<file path="config.mk">
export PLATFORM = sky130hd
export DESIGN_NAME = subtrator_serial
export DESIGN_NICKNAME = d
export VERILOG_FILES = /design/src/rtl/subtrator_serial.sv
export SDC_FILE = /design/constraint.sdc
export NUM_CORES = 1
export LEC_CHECK = 0
export CORE_MARGIN = 10
export CORE_UTILIZATION = 55
export CTS_CLUSTER_SIZE = 8
export DETAILED_ROUTE_END_ITERATION = 6
export PLACE_DENSITY = 0.88
export SYNTH_ARGS = -nofsm -noshare
export SYNTH_HDL_FRONTEND = slang
export SYNTH_SLANG_ARGS = --single-unit
</file>
<file path="constraint.sdc">
create_clock -name CLK -period 3 [get_ports CLK]
set_clock_uncertainty 0.05 [all_clocks]
set_input_delay 0.45 -clock CLK [delete_from_list [all_inputs] [get_ports CLK]]
set_output_delay 0.45 -clock CLK [all_outputs]
set_load 0.05 [all_outputs]
</file>
<file path="src/rtl/subtrator_serial.sv">
// Bit-serial unsigned subtractor: D = (A - B) mod 2^WIDTH, Bo = (A < B).
// One difference bit per clock, LSB first, with an IDLE/RUN/FIN handshake.
module subtrator_serial #(
    parameter int WIDTH = 4
) (
    input  logic             CLK,
    input  logic             RST_N,
    input  logic             START,
    input  logic [WIDTH-1:0] A,
    input  logic [WIDTH-1:0] B,
    output logic [WIDTH-1:0] D,
    output logic             Bo,
    output logic             BUSY,
    output logic             DONE
);

    localparam int CNT_W = (WIDTH > 1) ? $clog2(WIDTH) : 1;
    localparam logic [CNT_W-1:0] LAST_COUNT = CNT_W'(WIDTH - 1);

    localparam logic [1:0] IDLE = 2'd0;
    localparam logic [1:0] RUN  = 2'd1;
    localparam logic [1:0] FIN  = 2'd2;

    logic [1:0]       state;
    logic [1:0]       nextState;
    logic [WIDTH-1:0] aShift;
    logic [WIDTH-1:0] bShift;
    logic [WIDTH-1:0] resShift;
    logic             borrowReg;
    logic [CNT_W-1:0] bitCount;

    logic aBit;
    logic bBit;
    logic diffBit;
    logic borrowNext;
    logic lastBit;

    // Full-subtractor cell applied to the current LSBs of the operand shifters.
    assign aBit       = aShift[0];
    assign bBit       = bShift[0];
    assign diffBit    = aBit ^ bBit ^ borrowReg;
    assign borrowNext = (~aBit & bBit) | (~(aBit ^ bBit) & borrowReg);
    assign lastBit    = (bitCount == LAST_COUNT);

    // NOTE: nextState gets a default before the case so no path leaves it unassigned (no latch).
    always_comb begin
        nextState = state;
        case (state)
            IDLE:    if (START) nextState = RUN;
            RUN:     if (lastBit) nextState = FIN;
            FIN:     nextState = IDLE;
            default: nextState = IDLE;
        endcase
    end

    // Status flags come straight from the state register, so they are glitch-free
    // and mutually exclusive.
    assign BUSY = (state == RUN);
    assign DONE = (state == FIN);

    // NOTE: all state uses non-blocking assignments so every register samples pre-edge values.
    always_ff @(posedge CLK or negedge RST_N) begin
        if (!RST_N) begin
            state <= IDLE;
        end else begin
            state <= nextState;
        end
    end

    // Datapath: operands are captured on accept, then shifted right once per RUN edge.
    // NOTE: these are plain registers, not a memory array, so all of them take the async reset.
    always_ff @(posedge CLK or negedge RST_N) begin
        if (!RST_N) begin
            aShift    <= '0;
            bShift    <= '0;
            resShift  <= '0;
            borrowReg <= 1'b0;
            bitCount  <= '0;
        end else begin
            case (state)
                IDLE: begin
                    if (START) begin
                        aShift    <= A;
                        bShift    <= B;
                        resShift  <= '0;
                        borrowReg <= 1'b0;
                        bitCount  <= '0;
                    end
                end
                RUN: begin
                    aShift    <= aShift >> 1;
                    bShift    <= bShift >> 1;
                    resShift  <= {diffBit, resShift[WIDTH-1:1]};
                    borrowReg <= borrowNext;
                    bitCount  <= bitCount + CNT_W'(1);
                end
                default: begin
                end
            endcase
        end
    end

    // Result registers update only on the RUN-to-FIN edge, merging in the final bit
    // so D is valid in the same cycle DONE is high.
    always_ff @(posedge CLK or negedge RST_N) begin
        if (!RST_N) begin
            D  <= '0;
            Bo <= 1'b0;
        end else if (state == RUN && lastBit) begin
            D  <= {diffBit, resShift[WIDTH-1:1]};
            Bo <= borrowNext;
        end
    end

endmodule
</file>
==> reports/results.tsv <==
metric	value	unit
status	finished clean	
final setup TNS	0	ps
Synth area leader	dfrtp_1	
vias per cell	5.60	
share of cells above drive strength 1	0.229	
count of final hold-check violations	0	
count leader, synth	dfrtp_1	
Slew HR	0.378	
largest net degree at the start of global routing	22	
post-synthesis cell area	1080	um^2
NumNets Final	110	
die height	64.3	um
Worst-Margin Slew	929	ps
TritonCTS Buffers	3	
crit-path max FO	20	
Top FF cell, synth	dfrtp_1	
routed vias	678	
CP startpoint kind	flop	
Critical R2R Launch	bShift[0]	
Netlist cell types	26	
reg-to-reg slack, setup	1620	ps
Fmax achieved	393	MHz
fillers	148	
final wirelength	1950	um
final worst slack	456	ps
first-pass GRT wire length	3300	um
GPL Wtd Cong	0.787	
Remaining Overflow, GRT	0	
Worst path top cell family by delay	buffers and inverters	
postcts setup bufs	0	
# hold bufs at CTS	0	
wire length per cell	16.1	um
io pins	18	
TritonCTS clock tree	built	
Post-synth EDFFs	0	
clock buffer depth	2	
WHS	450	ps
cells along the critical path	buf_4 -> nor2b_4 -> clkdlybuf4s50_1	
FF-to-FF path depth	3	
Ant. Diodes	0	
max-slew violations	0	
I/O Buffers	17	
crit-path max cell delay	850	ps
Initial Util	0.599	
clock insertion delay at the later pin of the skew report	310	ps
area grow syn2layout	17.1	%
Post-Synthesis Cells	80	
Core ar.	1800	um^2
vias in the first global route	718	
row count	15	
# setup viols final	0	
Crit. Startpoint	state[0]	
area of the die	4130	um^2
drt first-iter violations	6	
gr usage total	0.100	
Syn Nets	93	
Crit. End Element	output pin	
min Tclk post-route	2540	ps
RSZ-0062 raised after global routing	no	
worst reg2reg path endpoint	D[3]	
post-synth top area share	0.487	
Yosys reg bits	21	
Syn. warnings	0	
Hold WC Path Type	flop to flop	
WP data required	2500	ps
critical path class	flop to output pin	
Data arrival, critical path	2040	ps
CTS-repair resized insts	0	
Worst setup endpoint	BUSY	
Max Cap Violations	0	
DP Worst Slack	817	ps
Synth area leaders	dfrtp_1 (49%), mux2_4 (7.0%), a211oi_2 (4.6%)	
initial antenna violation count	0	
post-synthesis sequential area ratio	0.487	
syn_area_per_cell	13.5	um^2
Worst path slowest cell	clkdlybuf4s50_1	
Buf/Inv on CP	2	
post-route ant nets	0	
Sinks on Clock Net	21	
Peak VDD IR	0.509	mV
pwr dens	1100	nW/um^2
clk slew on worst S/H paths	120	ps
Synth top cells by count	dfrtp_1 (21), inv_1 (10), a22o_1 (5), mux2_4 (5), nor3b_1 (5)	
CP Depth	3	
DP HPWL	1430	um
H-tree depth	1	
Leak	0.581	nW
Horiz. Die Dim	64.3	um
post-synthesis async set-or-reset flop share	1.00	
period utilisation layout	0.848	
Clock Tree Root	clkbuf_4	
Initial DRT Pass Iterations	4	
DRC violations left	0	
-- power by group --
| group | leakage (nW) | switching, mW | internal [mW] | total [mW] |
|---|---|---|---|---|
| logic | 0.304 | 0.418 | 0.346 | 0.763 |
| clock network | 0.0177 | 0.0906 | 0.0499 | 0.140 |
| registers | 0.259 | 0.0732 | 0.412 | 0.486 |
-- metal layers --
layer  vias up  routed length [um]  track usage
met2        18                 913        0.158
met5         -                   0            0
met3         5                 110       0.0383
met4         0                  42       0.0561
met1       338                 880        0.114
li1        317                   -            -
-- how the worst min path moves through the flow --
stage          startpoint  cells after the start   endpoint  slack, ps
6_report        aShift[3]                      1  aShift[3]        450
3_3_place_gp    aShift[3]                      1  aShift[3]        410
5_1_grt         aShift[3]                      1  aShift[3]        460
3_5_place_dp    aShift[3]                      1  aShift[3]        420
4_1_cts         aShift[3]                      1  aShift[3]        450
2_1_floorplan       RST_N                      0         Bo        100
-- cells by family (layout without fill, tap and decap cells) --
| logic type | after synthesis | after routing | share of synthesized area |
|---|---|---|---|
| adders and majority gates | 2 | 2 | 0.0302 |
| DFF | 21 | 21 | 0.487 |
| AOI/OAI and AO/OA | 15 | 15 | 0.145 |
| and+or+nand+nor | 19 | 19 | 0.167 |
| buffers and inverters | 17 | 33 | 0.0905 |
| muxes | 6 | 6 | 0.0800 |
-- registers in the layout (all words and copies together) (netlist names) --
| register | cells |
|---|---|
| D | 4 |
| aShift | 4 |
| bShift | 4 |
| resShift | 3 |
| bitCount | 2 |
| state | 2 |
| Bo | 1 |
| borrowReg | 1 |
-- stage by stage --
step | instances | instance area [um^2] | total power, mW | util
6_report | 121 | 1260 | 1.39 | 0.701
5_1_grt | 121 | 1260 | 1.49 | 0.701
4_1_cts | 121 | 1260 | 1.41 | 0.701
3_5_place_dp | 117 | 1230 | 1.27 | 0.685
3_3_place_gp | 117 | 1230 | 1.23 | 0.685
2_1_floorplan | 80 | 1080 | 1.11 | -
-- layout by cell type, fill, tap and decap left out --
cell,netlist,final
buf_4,0,2
clkdlybuf4s50_1,0,17
a21oi_1,1,1
nor4b_1,4,4
a221oi_2,1,1
nand3b_4,1,1
a21o_1,1,1
fa_1,1,1
nor4bb_1,1,1
inv_1,10,10
mux2_2,1,1
a211oi_1,1,1
clkbuf_4,0,3
nand4bb_1,1,1
a211oi_2,4,4
ha_1,1,1
nor2b_1,1,1
nor2b_4,1,1
nand2_1,1,1
mux2_4,5,5
dfrtp_1,21,21
nor3b_1,5,5
nand2b_1,2,2
clkinv_2,0,1
o311ai_0,1,1
a22o_1,5,5
o21bai_4,1,1
nor4b_2,2,2
-- layout make-up --
cell class,instances,area [um^2],share of cell area
well taps,25,31.3,0.0248
clock inverters,1,5.00,0.00396
inverters,10,37.5,0.0297
repair buffers,19,185,0.147
clock buffers,3,22.5,0.0178
multi-input cells,42,455,0.361
flip-flops and latches,21,526,0.416
Note: power is estimated with default switching activity, not from simulation.
==> RTL edit, RTL diff (config.mk and constraints unchanged) <==
The parameter `WIDTH` goes from 4 to 8.
--- a/src/rtl/subtrator_serial.sv
+++ b/src/rtl/subtrator_serial.sv
@@ -3,3 +3,3 @@
 module subtrator_serial #(
-    parameter int WIDTH = 4
+    parameter int WIDTH = 8
 ) (
Interface: changed (resized A, B and D); port bits go from 18 to 30. The function was not compared with the original's and may differ.
==> RTL edit against the original RTL <==
  * Combinational power is 16% higher
  * Area after synthesis grew 53%
  * Highest routed layer unchanged
  * Sequential cell count rose by 17
  * Final area rose by 57%
  * Largest power group is now registers
  * Power rose by 50%
  * Clock power up 110%
  * Setup slack got worse by 190 ps
  * Wire length increased by 86%
==> RTL edit: results <==
setup_path:
  r2r_cells: 4
  rrSetupSlack_ps: 1440
  crit_fanout: 17
  worstPathArrival_ps: 2230
  rr_endpoint: "D[6]"
  crit_family: "buffers and inverters"
  r2r_start: "bitCount[0]"
  cp-startpoint: "state[1]"
timing:
  final-hold-violation-count: 0
  holdWs_ps: 455
  tightest_slew_ps: 691
clock_tree:
  h-tree-depth: 2
  cts_buffers: 5
  insertion_delay_ps: 350
drt:
  wirelength_mm: 3.62
  wl_met1_mm: 1.46
  top_layer: "met4"
  drt_iter0_markers: 152
  drtPass1Iterations: 4
  via_per_inst: 6.22
  wl_met2_mm: 1.82
  dr_wl_met3_um: 254
yosys:
  synthTopCellsByCount: "38 x dfrtp_1, 26 x o22ai_1, 15 x a21oi_1"
  yosysSeqAreaShare_pct: 57.7
  syn-num-nets: 162
  synth_fa_ha_area_share_pct: 2.73
  synthTopCellsByArea: "dfrtp_1 58%, o22ai_1 9.9%, mux2_2 5.5%"
  synthMuxAreaShare_pct: 5.46
  synth_cell_types: 22
  synth_top_family_by_area: "compound AO/OA/AOI/OAI gates"
global_route:
  grt_pass1_vias: 1261
  grt_max_degree: 39
  antenna_found_initial: 0
  grt_pass1_wl_mm: 6.02
  met3_usage_pct: 5.78
  gr-usage-met1_pct: 16.6
  use_met2_pct: 22.3
  grt_util_all_layers_pct: 14.2
power:
  p_leak_nw: 0.880
  peakVddDrop_v: 0.000613
place:
  place_congestion: 0.758
  dpl.hpwl_mm: 2.51
  port-buffer-count: 29
cells_and_area:
  drive_above_1_share_pct: 13.6
  nMultiInputCombCells: 84
  buffer_area_share_pct: 15.8
  signal_buffers: 32
  nClkBuffers: 6
  seq_cell_count: 38
  clock_area_share_pct: 3.22
  nets: 190
  sh_seq_area_pct: 47.9
  multi_input_area_share_pct: 29.8
  fillCellCount: 206
outcome:
  status: "complete, no violations"
worst_hold_path:
  hold_class: "in -> async"
RTL edit: cell count changes after synthesis, moves of 5 or more:
cell	change
a21oi_1	+14
dfrtp_1	+17
nor3b_1	-5
mux2_2	+7
o22ai_1	+26
mux2_4	-5
o21ai_0	+7
RTL edit: stage by stage:
stage / setup WS [ps] / std cells / instance area (µm²) / power, mW / utilization, %
floorplan: 1180 / 140 / 1650 / 1.55 / -
global placement: 728 / 192 / 1920 / 1.75 / 68.5
detailed placement: 602 / 192 / 1920 / 1.80 / 68.5
CTS: 286 / 200 / 1980 / 2.09 / 70.7
global route: 179 / 200 / 1980 / 2.23 / 70.7
finish: 269 / 200 / 1980 / 2.09 / 70.7
RTL edit: worst register-to-register path, cell delays in order, from the launching register on:
cell	delay, ps
dfrtp_1	420
ha_1	210
ha_1	230
nand3b_4	180
mux2_2	360
RTL edit: power breakdown:
group          total (mW)  switching, mW  internal, mW
combinational       0.887          0.510         0.376
clock               0.289          0.176         0.113
sequential          0.910          0.177         0.733
